[src/rtl/adder_serial_ctrl.sv]
// Bit-serial adder controller: one half adder, two phases per bit.
// Optional final-carry output port enabled by `define ADDER_SERIAL_COUT_EN.

module adder_1bit_half #(
  parameter int IMPL_TYPE = 0
) (
  input  logic a,
  input  logic b,
  output logic s,
  output logic c
);

  generate
    if (IMPL_TYPE == 1) begin : g_maj
      // Carry as majority with third input tied low; sum derived from it
      assign c = (a & b) | (a & 1'b0) | (b & 1'b0);
      assign s = (a | b) & ~c;
    end else begin : g_xor
      assign s = a ^ b;
      assign c = a & b;
    end
  endgenerate

endmodule

module adder_serial_ctrl #(
  parameter int WIDTH     = 8,
  parameter int IMPL_TYPE = 0
) (
  input  logic             clk,
  input  logic             rst,
  input  logic             in_valid,
  output logic             in_ready,
  input  logic [WIDTH-1:0] a,
  input  logic [WIDTH-1:0] b,
  output logic             out_valid,
  input  logic             out_ready,
`ifdef ADDER_SERIAL_COUT_EN
  output logic             cout,
`endif
  output logic [WIDTH-1:0] sum
);

  localparam int IW = (WIDTH > 1) ? $clog2(WIDTH) : 1;
  localparam logic [IW-1:0] LAST = IW'(WIDTH - 1);

  typedef enum logic [1:0] {
    IDLE,
    PH1,
    PH2,
    DONE
  } state_t;

  state_t           state;
  logic [WIDTH-1:0] a_reg;
  logic [WIDTH-1:0] b_reg;
  logic [IW-1:0]    idx;
  logic             carry;
  logic             s1;
  logic             c1;
  logic             ha_a;
  logic             ha_b;
  logic             ha_s;
  logic             ha_c;

  // Half adder operand select: operand bits in PH1, partial sum and carry in PH2
  always_comb begin
    ha_a = s1;
    ha_b = carry;
    if (state == PH1) begin
      ha_a = a_reg[idx];
      ha_b = b_reg[idx];
    end
  end

  adder_1bit_half #(
    .IMPL_TYPE(IMPL_TYPE)
  ) u_ha (
    .a(ha_a),
    .b(ha_b),
    .s(ha_s),
    .c(ha_c)
  );

  // Control FSM with registered handshake outputs and datapath state
  always_ff @(posedge clk) begin
    if (rst) begin
      state     <= IDLE;
      in_ready  <= 1'b1;
      out_valid <= 1'b0;
      a_reg     <= '0;
      b_reg     <= '0;
      sum       <= '0;
      idx       <= '0;
      carry     <= 1'b0;
      s1        <= 1'b0;
      c1        <= 1'b0;
`ifdef ADDER_SERIAL_COUT_EN
      cout      <= 1'b0;
`endif
    end else begin
      unique case (state)
        IDLE: begin
          if (in_valid && in_ready) begin
            a_reg    <= a;
            b_reg    <= b;
            sum      <= '0;
            idx      <= '0;
            carry    <= 1'b0;
            in_ready <= 1'b0;
`ifdef ADDER_SERIAL_COUT_EN
            cout     <= 1'b0;
`endif
            state    <= PH1;
          end
        end
        PH1: begin
          s1    <= ha_s;
          c1    <= ha_c;
          state <= PH2;
        end
        PH2: begin
          sum[idx] <= ha_s;
          carry    <= c1 | ha_c;
          if (idx == LAST) begin
            out_valid <= 1'b1;
`ifdef ADDER_SERIAL_COUT_EN
            cout      <= c1 | ha_c;
`endif
            state     <= DONE;
          end else begin
            idx   <= idx + 1'b1;
            state <= PH1;
          end
        end
        DONE: begin
          if (out_ready) begin
            out_valid <= 1'b0;
            in_ready  <= 1'b1;
            state     <= IDLE;
          end
        end
        default: begin
          state     <= IDLE;
          in_ready  <= 1'b1;
          out_valid <= 1'b0;
        end
      endcase
    end
  end

endmodule

[config.mk]
export PLATFORM = sky130hd
export DESIGN_NAME = adder_serial_ctrl
export DESIGN_NICKNAME = d
export VERILOG_FILES = /design/src/rtl/adder_serial_ctrl.sv
export SDC_FILE = /design/constraint.sdc
export NUM_CORES = 1
export LEC_CHECK = 0
export BUFFER_PORTS_ARGS = -buffer_cell sky130_fd_sc_hd__buf_2
export CAP_MARGIN = 10
export CORE_MARGIN = 3
export CORE_UTILIZATION = 55
export DETAILED_ROUTE_END_ITERATION = 10
export MAX_ROUTING_LAYER = met4
export PLACE_DENSITY_LB_ADDON = 0.1
export SLEW_MARGIN = 25
export SYNTH_ARGS = -nofsm -noshare
export SYNTH_HDL_FRONTEND = slang
export SYNTH_HIERARCHICAL = 1
export SYNTH_SLANG_ARGS = --single-unit
[constraint.sdc]
create_clock -name clk -period 7.2 [get_ports clk]
set_input_delay 0.36 -clock clk [delete_from_list [all_inputs] [get_ports clk]]
set_output_delay 0.36 -clock clk [all_outputs]
set_load 0.01 [all_outputs]
### After elaboration in Yosys (flattened, before gate mapping)

Cells that the tools add are included.

| storage, ports and cells | value |
|---|---|
| bits in read-only memories | 0 |
| input port bits | 20 |
| bits in latches | 0 |
| bits in registers | 34 |
| memories | 0 |
| RAM bits | 0 |

| operators by class | value |
|---|---|
| divide/modulo/power cells | 0 |
| shifts and indexed selects | 0 |
| add/subtract/negate cells | 1 |
| multiply operators | 0 |
| magnitude comparators | 2 |
| bitwise gates (word level) | 3 |
| equal/unequal tests | 8 |
| mux-type cells | 25 |
| reduce and logical (&&, ||, !) cells | 12 |

Operator list:

| kind | count |
|---|---|
| 8-bit one-hot mux with 2 select lines | 1 |
| 1-bit 2-to-1 mux | 9 |
| 3-bit AND reduction | 3 |
| 8-bit bitwise mux | 1 |
| 8-bit 2-to-1 mux | 1 |
| 2-bit != test, second input constant | 4 |
| 2-bit one-hot mux with 4 select lines | 1 |
| 1-bit binary-select mux with 3-bit select | 2 |
| 2-bit 2-to-1 mux | 3 |
| 3-bit 2-to-1 mux | 2 |
| 1-bit one-hot mux with 2 select lines | 3 |
| 3-bit one-hot mux with 2 select lines | 1 |
| 2-bit AND reduction | 3 |
| 2-bit nonzero test | 3 |
| 2-bit == test, second input constant | 2 |
| 3-bit by 4-bit < comparator with 1-bit output, second input constant | 1 |
| 3-bit by 1-bit adder with 3-bit output, second input constant | 1 |
| 1-bit demux with 3-bit select | 1 |
| 3-bit == test, second input constant | 1 |
| 3-bit by 1-bit >= comparator with 1-bit output, second input constant | 1 |
| 2-bit by 1-bit == test with 1-bit output, second input constant | 1 |
| 1-bit logical AND | 2 |
| 2-bit zero test | 1 |
| 1-bit AND | 1 |
| other kinds (2) | 2 |

### Logic depth before layout (Yosys ltp)

Gate-level depths: netlist of run 1.

| depth | value |
|---|---|
| word-level depth | 6 |
| mapped depth | 10 |

### By module

Netlist of run 1, hierarchy kept.

By module, submodules not included:

| module | times used | area an instance (um^2) | cells an instance |
|---|---|---|---|
| adder_serial_ctrl | 1 | 1,567.8 | 199 |
| adder_1bit_half | 1 | 12.5 | 1 |

### Least setup slack after synthesis of run 1

No wires, ideal clock.

| timing path | value |
|---|---|
| path kind | reg2reg |
| from | register idx[1] |
| to | register sum[2] |
| arrival | 2.398 ns |
| stages on the path, launching flop included | 10 |
| path buffers | 2 |
| period minus slack after synthesis | 2.468 ns |
| data required time | 7.130 ns |
| slack | 4.732 ns |
| library setup time | 0.070 ns |
| cell sequence | dfxtp_1 > buf_2 > mux2_2 > a21oi_1 > nor2_1 > o32a_1 > ha_1 > clkbuf_1 > or4b_1 > a21oi_1 |

| between the ends | value |
|---|---|
| cells in the longest elaborated chain, start to end | 6 |
| elaborated cells between the ends (all ways) | 14 |

RTL lines:

| what | line | source |
|---|---|---|
| start: declaration | 57 | `logic [IW-1:0] idx;` |
| start signal: assignment | 132 | `idx <= idx + 1'b1;` |
| 1-bit binary-select mux with 3-bit select | 72 | `ha_b = b_reg[idx];` |
| 1-bit 2-to-1 mux (not written as such) | 72 |  |
| 1-bit 2-to-1 mux | 70 | `if (state == PH1) begin` |
| via ha_b | 62 | `logic ha_b;` |
| 1-bit bitwise XOR | 19 | `assign s = a ^ b;` |
| via ha_s | 63 | `logic ha_s;` |
| 8-bit bitwise mux | 123 | `sum[idx] <= ha_s;` |
| 8-bit one-hot mux with 2 select lines | 102 | `unique case (state)` |
| end signal: indexed assignment | 123 |  |
| end: declaration | 41 | `output logic [WIDTH-1:0] sum` |

The timed path passes the listed nets, and every way through them passes these cells. The select of a mux whose other input is x is not followed.
A chain may end at the register's enable or synchronous reset.

### Worst setup path after layout of run 1

Same ends and word-level chain as after synthesis.

==> results of run 1 <==
==> routing by layer <==
metal / vias up / track usage (%)
met3: 6 / 5.88
met2: 31 / 34.0
met4: 0 / 8.86
met1: 642 / 25.1
met5: - / -
li1: 729 / -
==> per-stage QoR <==
step                hold WS (ns)  instance area, um2  std cells  utilization, %
CTS                        0.246                1750        251            66.9
detailed placement         0.449                1700        244            65.2
global placement           0.443                1700        244            65.2
floorplan                  0.432                1580        200               -
finish                     0.253                1750        251            67.1
global route               0.255                1750        251            67.1
==> critical path: stages, from the launching register on <==
cell and delay (ns):
dfxtp_1 0.76, mux2_2 0.41, a21oi_1 0.14, nor2_1 0.05, o32a_1 0.38, ha_1 0.45, or4b_1 0.46, a21oi_1 0.15
==> area by class of cell <==
cell class,count,area share (%)
Timing Repair Buffer,29,8.27
Inverter,1,0.214
Sequential cell,34,38.8
Clock buffer,7,2.57
Multi-Input combinational cell,150,48.0
Tap cell,30,2.14
==> cells in the mapped netlist (2+ instances only) <==
cell type  number
a21o_1          2
a21oi_1        36
a22oi_1         2
buf_1           2
buf_2           3
clkbuf_1       10
dfxtp_1        34
ha_1            3
mux2_2          2
mux2i_1         8
nand2_1        43
nand2b_1        3
nand3_1        10
nand3b_1        2
nand4_1         4
nor2_1         14
nor2b_1         3
o21ai_0         3
==> final timing paths <==
path	cells after the start	endpoint	from	slack (ns)
max	7	sum[2]	idx[1]	4.35
min	3	a_reg[6]	a[6]	0.25
max reg2reg	7	sum[2]	idx[1]	4.35
min reg2reg	2	b_reg[1]	b_reg[1]	0.46
==> where the power goes <==
part | internal [mW] | switching, mW | total, mW
logic | 0.0187 | 0.0264 | 0.0451
registers | 0.196 | 0.00828 | 0.204
clock network | 0.0368 | 0.0604 | 0.0972
total | 0.252 | 0.0950 | 0.347
==> logic make-up after synthesis <==
kind of cell,Yosys count,synth area share (%)
and+or+nand+nor,89,27.1
AOI/OAI and AO/OA,48,16.9
DFF,34,43.1
buffers and inverters,16,4.04
muxes,10,6.49
adders and majority gates,3,2.38
==> flow_summary.json, run 1 <==
{
  "outcome": "finished, final reports clean",
  "ctsLongestPathBuffers": 2,
  "async_reset_ff_share_pct": 0,
  "first_pass_iters": 4,
  "ant_nets": 0,
  "cts.clk_slew.worst_paths_ns": 0.10,
  "place_hpwl_mm": 2.26,
  "tritoncts": "built",
  "wirelength_mm": 3.27,
  "drt_first_iter_violations": 40,
  "track_usage_pct": 21.3,
  "root_buffer": "clkbuf_4",
  "vias": 1408,
  "core_area_mm2": 0.00261,
  "ys_top_cells_by_area": "dfxtp_1 43%, a21oi_1 11%, nand2_1 10%, mux2i_1 5.1%, nor2_1 3.3%",
  "cts_sinks": 34,
  "vdd_drop_max_mv": 0.164,
  "syn_avg_cell_area_um2": 7.90,
  "antenna_found_initial": 0,
  "synth_edf_count": 0,
  "die-area_mm2": 0.00355,
  "hold_viol": 0,
  "criticalPathCategory": "reg -> reg",
  "fill_cells": 249,
  "antenna_cells": 0,
  "synth-main-ff-cell": "dfxtp_1",
  "min_period_ns": 2.85,
  "multiInputGateArea_um2": 842,
  "cp.arrival_ns": 3.12,
  "power.leakage_nw": 0.704,
  "register_area_um2": 681,
  "drc": 0,
  "routed.top_layer": "met4",
  "grt_remaining_overflow": 0,
  "max_freq_mhz": 350,
  "drive_above_1_share_pct": 17.6,
  "fin_worst_skew_ns": 0.00936,
  "cp_data_required_time_ns": 7.47,
  "grt_setup_unrepaired": "no",
  "grt_max_degree": 35,
  "critPathCaptureType": "register",
  "slew_headroom_pct": 36.2,
  "cts-buffers-inserted": 5,
  "cp_max_fo": 19,
  "post_cts_resized": 0,
  "area_growth_pct": 11.0,
  "grt_pass1_wl_mm": 5.57,
  "synthesis.nets": 223,
  "setup_viol": 0,
  "wl_met2_mm": 1.58,
  "synthCells": 200,
  "mostFrequentLayoutCells": "43 x nand2_1, 36 x a21oi_1, 34 x dfxtp_1, 29 x buf_2, 14 x nor2_1",
  "wl_met1_mm": 1.48,
  "port-buffer-count": 29,
  "worst_pin_slew_ns": 0.952,
  "hp-class": "in -> reg",
  "synth_cell_types": 34,
  "chipWidth_um": 59.6,
  "dr_wl_met3_um": 156,
  "layout_commonest_cell": "nand2_1",
  "clock_latency_ns": 0.34,
  "wl_per_cell_um": 13.0,
  "synth_top_area_share_pct": 43.1,
  "die_h_um": 59.6,
  "drv_cap": 0,
  "viasPerCell": 5.61,
  "hold_buffers": 0,
  "grt_pass1_vias": 1300,
  "cts_setup_buffers": 0,
  "layout_setup_ws_ns": 4.35,
  "yosys_warnings": 6,
  "post-place-ws_ns": 4.39,
  "startpoint_type": "register",
  "power.density_mw_per_mm2": 198,
  "htreeDepth": 2,
  "nNetsFinal": 244,
  "synth_largest_area_cell": "dfxtp_1",
  "timing.final.crit_share_pct": 39.6,
  "slew_violations": 0,
  "gp_congestion": 0.843,
  "seq_area_frac_synth_pct": 43.1,
  "finalPower_uw": 347,
  "fin_tns_setup_ns": 0,
  "num_rows": 18,
  "ys_seq_elements": 34,
  "io_pins": 30,
  "syn-cell-area_mm2": 0.00158,
  "start_util_pct": 60.5
}
Power figures use the tool's default switching activity.
==> run 2, diff against run 1 <==
- CORE_UTILIZATION: 55 -> 49
- clock period: 7.2 -> 2.6 ns (I/O delays scaled with it)
==> run 2 against run 1 <==
  * Non-clock buffer count increased by 8
  * Wire length increased by 8.9%
  * Worst hold slack got worse by 0.23 ns
  * Final area increased by 5.8%
  * Via count increased by 5.1%
  * First-iteration DRC count increased by 130%
  * Core utilization decreased by 3.1 points
  * Sequential power increased to 2.7 times the previous value
  * Critical path depth unchanged
  * Worst setup slack got worse by 4.0 ns
==> flow_summary.json, run 2 (synthesis gave the netlist of run 1 again) <==
{
  "tritoncts": "built",
  "layout_commonest_cell": "nand2_1",
  "vias": 1480,
  "drv_cap": 0,
  "cts-buffers-inserted": 5,
  "antenna_found_initial": 0,
  "drive_above_1_share_pct": 21.7,
  "grt_remaining_overflow": 0,
  "cp.arrival_ns": 2.54,
  "min_period_ns": 2.26,
  "wl_per_cell_um": 13.1,
  "worst_pin_slew_ns": 0.610,
  "place_hpwl_mm": 2.55,
  "fin_cells": 272,
  "critPathCaptureType": "register",
  "mostFrequentLayoutCells": "43 x nand2_1, 36 x a21oi_1, 34 x dfxtp_1, 29 x buf_2, 14 x nor2_1",
  "cp_data_required_time_ns": 2.87,
  "finalPower_mw": 1.07,
  "area_growth_pct": 17.5,
  "max_freq_mhz": 442,
  "multiInputGateArea_um2": 836,
  "fin_util_pct": 64.0,
  "ant_nets": 0,
  "cp_max_fo": 18,
  "register_area_um2": 681,
  "clock_latency_ns": 0.34,
  "htreeDepth": 2,
  "core_area_mm2": 0.00290,
  "hold_viol": 0,
  "grt_pass1_vias": 1356,
  "power.leakage_nw": 0.766,
  "slew_violations": 0,
  "grt_max_degree": 35,
  "grt_pass1_wl_mm": 6.07,
  "cts_setup_buffers": 0,
  "criticalPathCategory": "reg -> reg",
  "die_h_um": 62.8,
  "vdd_drop_max_mv": 0.353,
  "die-area_mm2": 0.00394,
  "outcome": "finished, final reports clean",
  "fill_cells": 268,
  "drt_first_iter_violations": 90,
  "start_util_pct": 54.5,
  "cts.clk_slew.worst_paths_ns": 0.10,
  "chipWidth_um": 62.8,
  "port-buffer-count": 29,
  "fin_worst_skew_ns": 0.0109,
  "startpoint_type": "register",
  "hp-class": "in -> reg",
  "io_pins": 30,
  "slew_headroom_pct": 59.3,
  "fin_tns_setup_ns": 0,
  "placedCellCount": 264,
  "post-place-ws_ns": 0.361,
  "num_rows": 19,
  "drc": 0,
  "viasPerCell": 5.44,
  "grt_setup_unrepaired": "no",
  "nNetsFinal": 252,
  "track_usage_pct": 19.8,
  "hold_buffers": 0,
  "wirelength_mm": 3.56,
  "root_buffer": "clkbuf_4",
  "antenna_cells": 0,
  "setup_viol": 0,
  "layout_setup_ws_ns": 0.336,
  "power.density_mw_per_mm2": 575,
  "timing.final.crit_share_pct": 87.1,
  "post_cts_resized": 0,
  "first_pass_iters": 4,
  "ctsLongestPathBuffers": 2,
  "cts_sinks": 34,
  "gp_congestion": 0.891
}
run 2: changes by cell type in the layout (fill, tap and decap cells not counted):
| cell | previous run | this run |
|---|---|---|
| clkbuf_1 | 2 | 0 |
| clkbuf_8 | 0 | 3 |
| nor3_4 | 1 | 0 |
| nor3_2 | 0 | 1 |
| buf_4 | 0 | 8 |
run 2: final timing paths:
kind                  from        to  slack [ns]  cells after the start
setup / recovery    idx[1]    sum[2]        0.34                      7
setup reg to reg    idx[1]    sum[2]        0.34                      7
hold reg to reg   b_reg[0]  b_reg[0]        0.46                      2
hold / removal        a[5]  a_reg[5]        0.02                      3
run 2: metal layers:
metal / share of wire [%] / vias to the layer above / track usage, %
li1: - / 747 / -
met1: 46 / 690 / 23.9
met2: 49 / 35 / 31.0
met3: 4.0 / 8 / 5.40
met4: 1.6 / 0 / 8.54
met5: 0 / - / -
run 2: area by class of cell:
class / instances / share of cell area (%)
multi-input cells: 150 / 45.0
flip-flops and latches: 34 / 36.7
repair buffers: 37 / 11.1
clock buffers: 8 / 4.25
well taps: 42 / 2.83
inverters: 1 / 0.202
run 2: per-stage QoR:
| stage | hold WS [ns] | instance area [um2] |
|---|---|---|
| floorplan | 0.266 | 1580 |
| global placement | 0.370 | 1780 |
| detailed placement | 0.375 | 1780 |
| CTS | 0.00896 | 1860 |
| global route | 0.0144 | 1860 |
| finish | 0.0189 | 1860 |
run 2: critical path, cell delays in order, from the launching register on:
cell	delay [ns]
dfxtp_1	0.35
buf_4	0.24
mux2i_1	0.24
o32ai_1	0.11
o32a_1	0.33
ha_1	0.35
or4b_1	0.44
a21oi_1	0.15
run 2: power by group:
part	internal (mW)	switching [mW]	leakage, nW	total (mW)
Combinational	0.0621	0.0857	0.445	0.148
Sequential	0.543	0.0155	0.277	0.559
Clock	0.185	0.176	0.0446	0.361
==> run 3, diff against run 2 <==
- SLEW_MARGIN: 25 -> default
- clock period: 2.6 -> 2.04 ns (I/O delays scaled with it)
==> run 3 against run 2 <==
  * Worst hold slack improved by 0.00065 ns
  * Worst setup slack worse by 0.36 ns
  * Sequential cell count unchanged
  * Final area grew 14%
  * Global-route usage rose by 1.7 points
  * Non-clock buffer count increased by 24
  * Sequential power grew 27%
  * The run now ends with setup timing left
  * Wire length up 11%
  * Largest power group unchanged
  * Via count increased by 4.5%
==> flow_summary.json, run 3 (synthesis gave the netlist of run 1 again) <==
{
  "start_util_pct": 54.5,
  "drv_cap": 0,
  "cts_sinks": 34,
  "drive_above_1_share_pct": 26.0,
  "tritoncts": "built",
  "clock_latency_ns": 0.34,
  "worst_hold_slack_ns": 0.0195,
  "io_pins": 30,
  "antenna_found_initial": 0,
  "power.share.sequential_pct": 52.5,
  "critPathCaptureType": "register",
  "pwr-share-comb_pct": 18.4,
  "grt_remaining_overflow": 0,
  "mostFrequentLayoutCells": "43 x nand2_1, 33 x a21oi_1, 33 x dfxtp_1, 29 x buf_2",
  "die-area_mm2": 0.00394,
  "vias": 1547,
  "fin_worst_skew_ns": 0.00783,
  "place_hpwl_mm": 2.66,
  "post-place-ws_ns": -0.0197,
  "clkPwrFrac_pct": 29.1,
  "switchingPower_uw": 371,
  "startpoint_type": "register",
  "min_period_ns": 2.07,
  "slew_headroom_pct": 59.8,
  "fin_tns_setup_ns": -0.0275,
  "root_buffer": "clkbuf_4",
  "wirelength_mm": 3.94,
  "cts.clk_slew.worst_paths_ns": 0.10,
  "criticalPathCategory": "reg -> reg",
  "worstRegToRegCells": 7,
  "switching_share_pct": 27.5,
  "vdd_drop_max_mv": 0.545,
  "holdCritStartpoint": "a[2]",
  "p_int_uw": 980,
  "cp.arrival_ns": 2.35,
  "wl_per_cell_um": 13.3,
  "outcome": "complete, but fails checks",
  "timing.final.crit_share_pct": 101,
  "layout_setup_ws_ns": -0.0275,
  "port-buffer-count": 29,
  "cts_setup_buffers": 0,
  "power.density_mw_per_mm2": 640,
  "htreeDepth": 2,
  "antenna_cells": 0,
  "die_h_um": 62.8,
  "holdPathStages": 3,
  "cts-buffers-inserted": 5,
  "hp-class": "in -> reg",
  "max_freq_mhz": 484,
  "cp_data_required_time_ns": 2.32,
  "ant_nets": 0,
  "layout_commonest_cell": "nand2_1",
  "drc": 0,
  "first_pass_iters": 4,
  "core_area_mm2": 0.00290,
  "grt_setup_unrepaired": "yes",
  "grt_pass1_wl_mm": 6.66,
  "placedCellCount": 273,
  "grt_pass1_vias": 1478,
  "track_usage_pct": 21.5,
  "fin_cells": 296,
  "chipWidth_um": 62.8,
  "hold_viol": 0,
  "r2r_start": "idx[1]",
  "gp_congestion": 0.856,
  "ctsLongestPathBuffers": 2,
  "area_growth_pct": 33.7,
  "cp_max_fo": 4,
  "setup_viol": 1,
  "num_rows": 19,
  "viasPerCell": 5.23,
  "drt_first_iter_violations": 111,
  "nNetsFinal": 276,
  "cp-startpoint": "idx[1]",
  "violations": "setup timing",
  "grt_max_degree": 35,
  "power.leakage_nw": 0.871,
  "slew_violations": 0,
  "worst_pin_slew_ns": 0.603
}
==> run 3: changes by cell type in the layout (fill, tap and decap cells not counted), moves of 2 or more <==
| cell | change |
|---|---|
| dlygate4sd3_1 | +15 |
| clkbuf_8 | -2 |
| buf_4 | +7 |
| a21oi_1 | -3 |
| buf_6 | +2 |
| a21oi_2 | +3 |
==> run 3: path summary, 6_finish.rpt <==
path | endpoint | slack [ns]
worst max-delay path | sum[2] | -0.03
worst min-delay path | a_reg[2] | 0.02
worst max register to register | sum[2] | -0.03
worst min register to register | b_reg[4] | 0.46
==> run 3: worst max-delay path, cell delays in order (launching register included) <==
cell and delay [ns]:
dfxtp_4 0.39, mux2_4 0.30, a21oi_2 0.11, nor2_1 0.05
o32a_1 0.32, ha_4 0.29, or4b_1 0.43, a21oi_1 0.12
==> run 3: power groups by stage <==
stage                     Clock, mW  Sequential [mW]  Combinational (mW)
after floorplan                   0            0.723               0.134
after global placement            0            0.724               0.199
after detailed placement          0            0.726               0.207
after CTS                     0.402            0.711               0.238
after global routing          0.436            0.713               0.276
final                         0.393            0.709               0.249
==> run 3: what timing repair did <==
item | 4_1_cts | 5_1_grt
hold endpoints to repair | 15 | 0
endpoints found under the setup margin | 2 | 9
pin swaps | 1 | 4
hold buffers | 15 | 0
gates cloned | 0 | 0
resized for setup | 3 | 7
==> run 3: stage by stage <==
stage          cell area (um2)  util, %  total power [mW]
4_1_cts                   2090     71.9              1.35
5_1_grt                   2110     72.8              1.43
3_3_place_gp              1850     63.9             0.924
2_1_floorplan             1610        -             0.857
6_report                  2110     72.8              1.35
3_5_place_dp              1850     63.9             0.933
==> run 3: layer usage <==
layer,global-route usage [%],wire (um),up-vias
li1,-,-,793
met1,24.8,1620,717
met2,37.3,2090,34
met3,5.22,184,3
met4,5.79,40,0
met5,-,0,-
==> run 3: area by class of cell <==
| type | count | area [um2] |
|---|---|---|
| multi-input cells | 150 | 881 |
| fillers | 239 | 788 |
| flip-flops and latches | 34 | 684 |
| repair buffers | 61 | 430 |
| clock buffers | 7 | 55.1 |
| well taps | 42 | 52.6 |
| clock inverters | 1 | 5.00 |
| inverters | 1 | 3.75 |
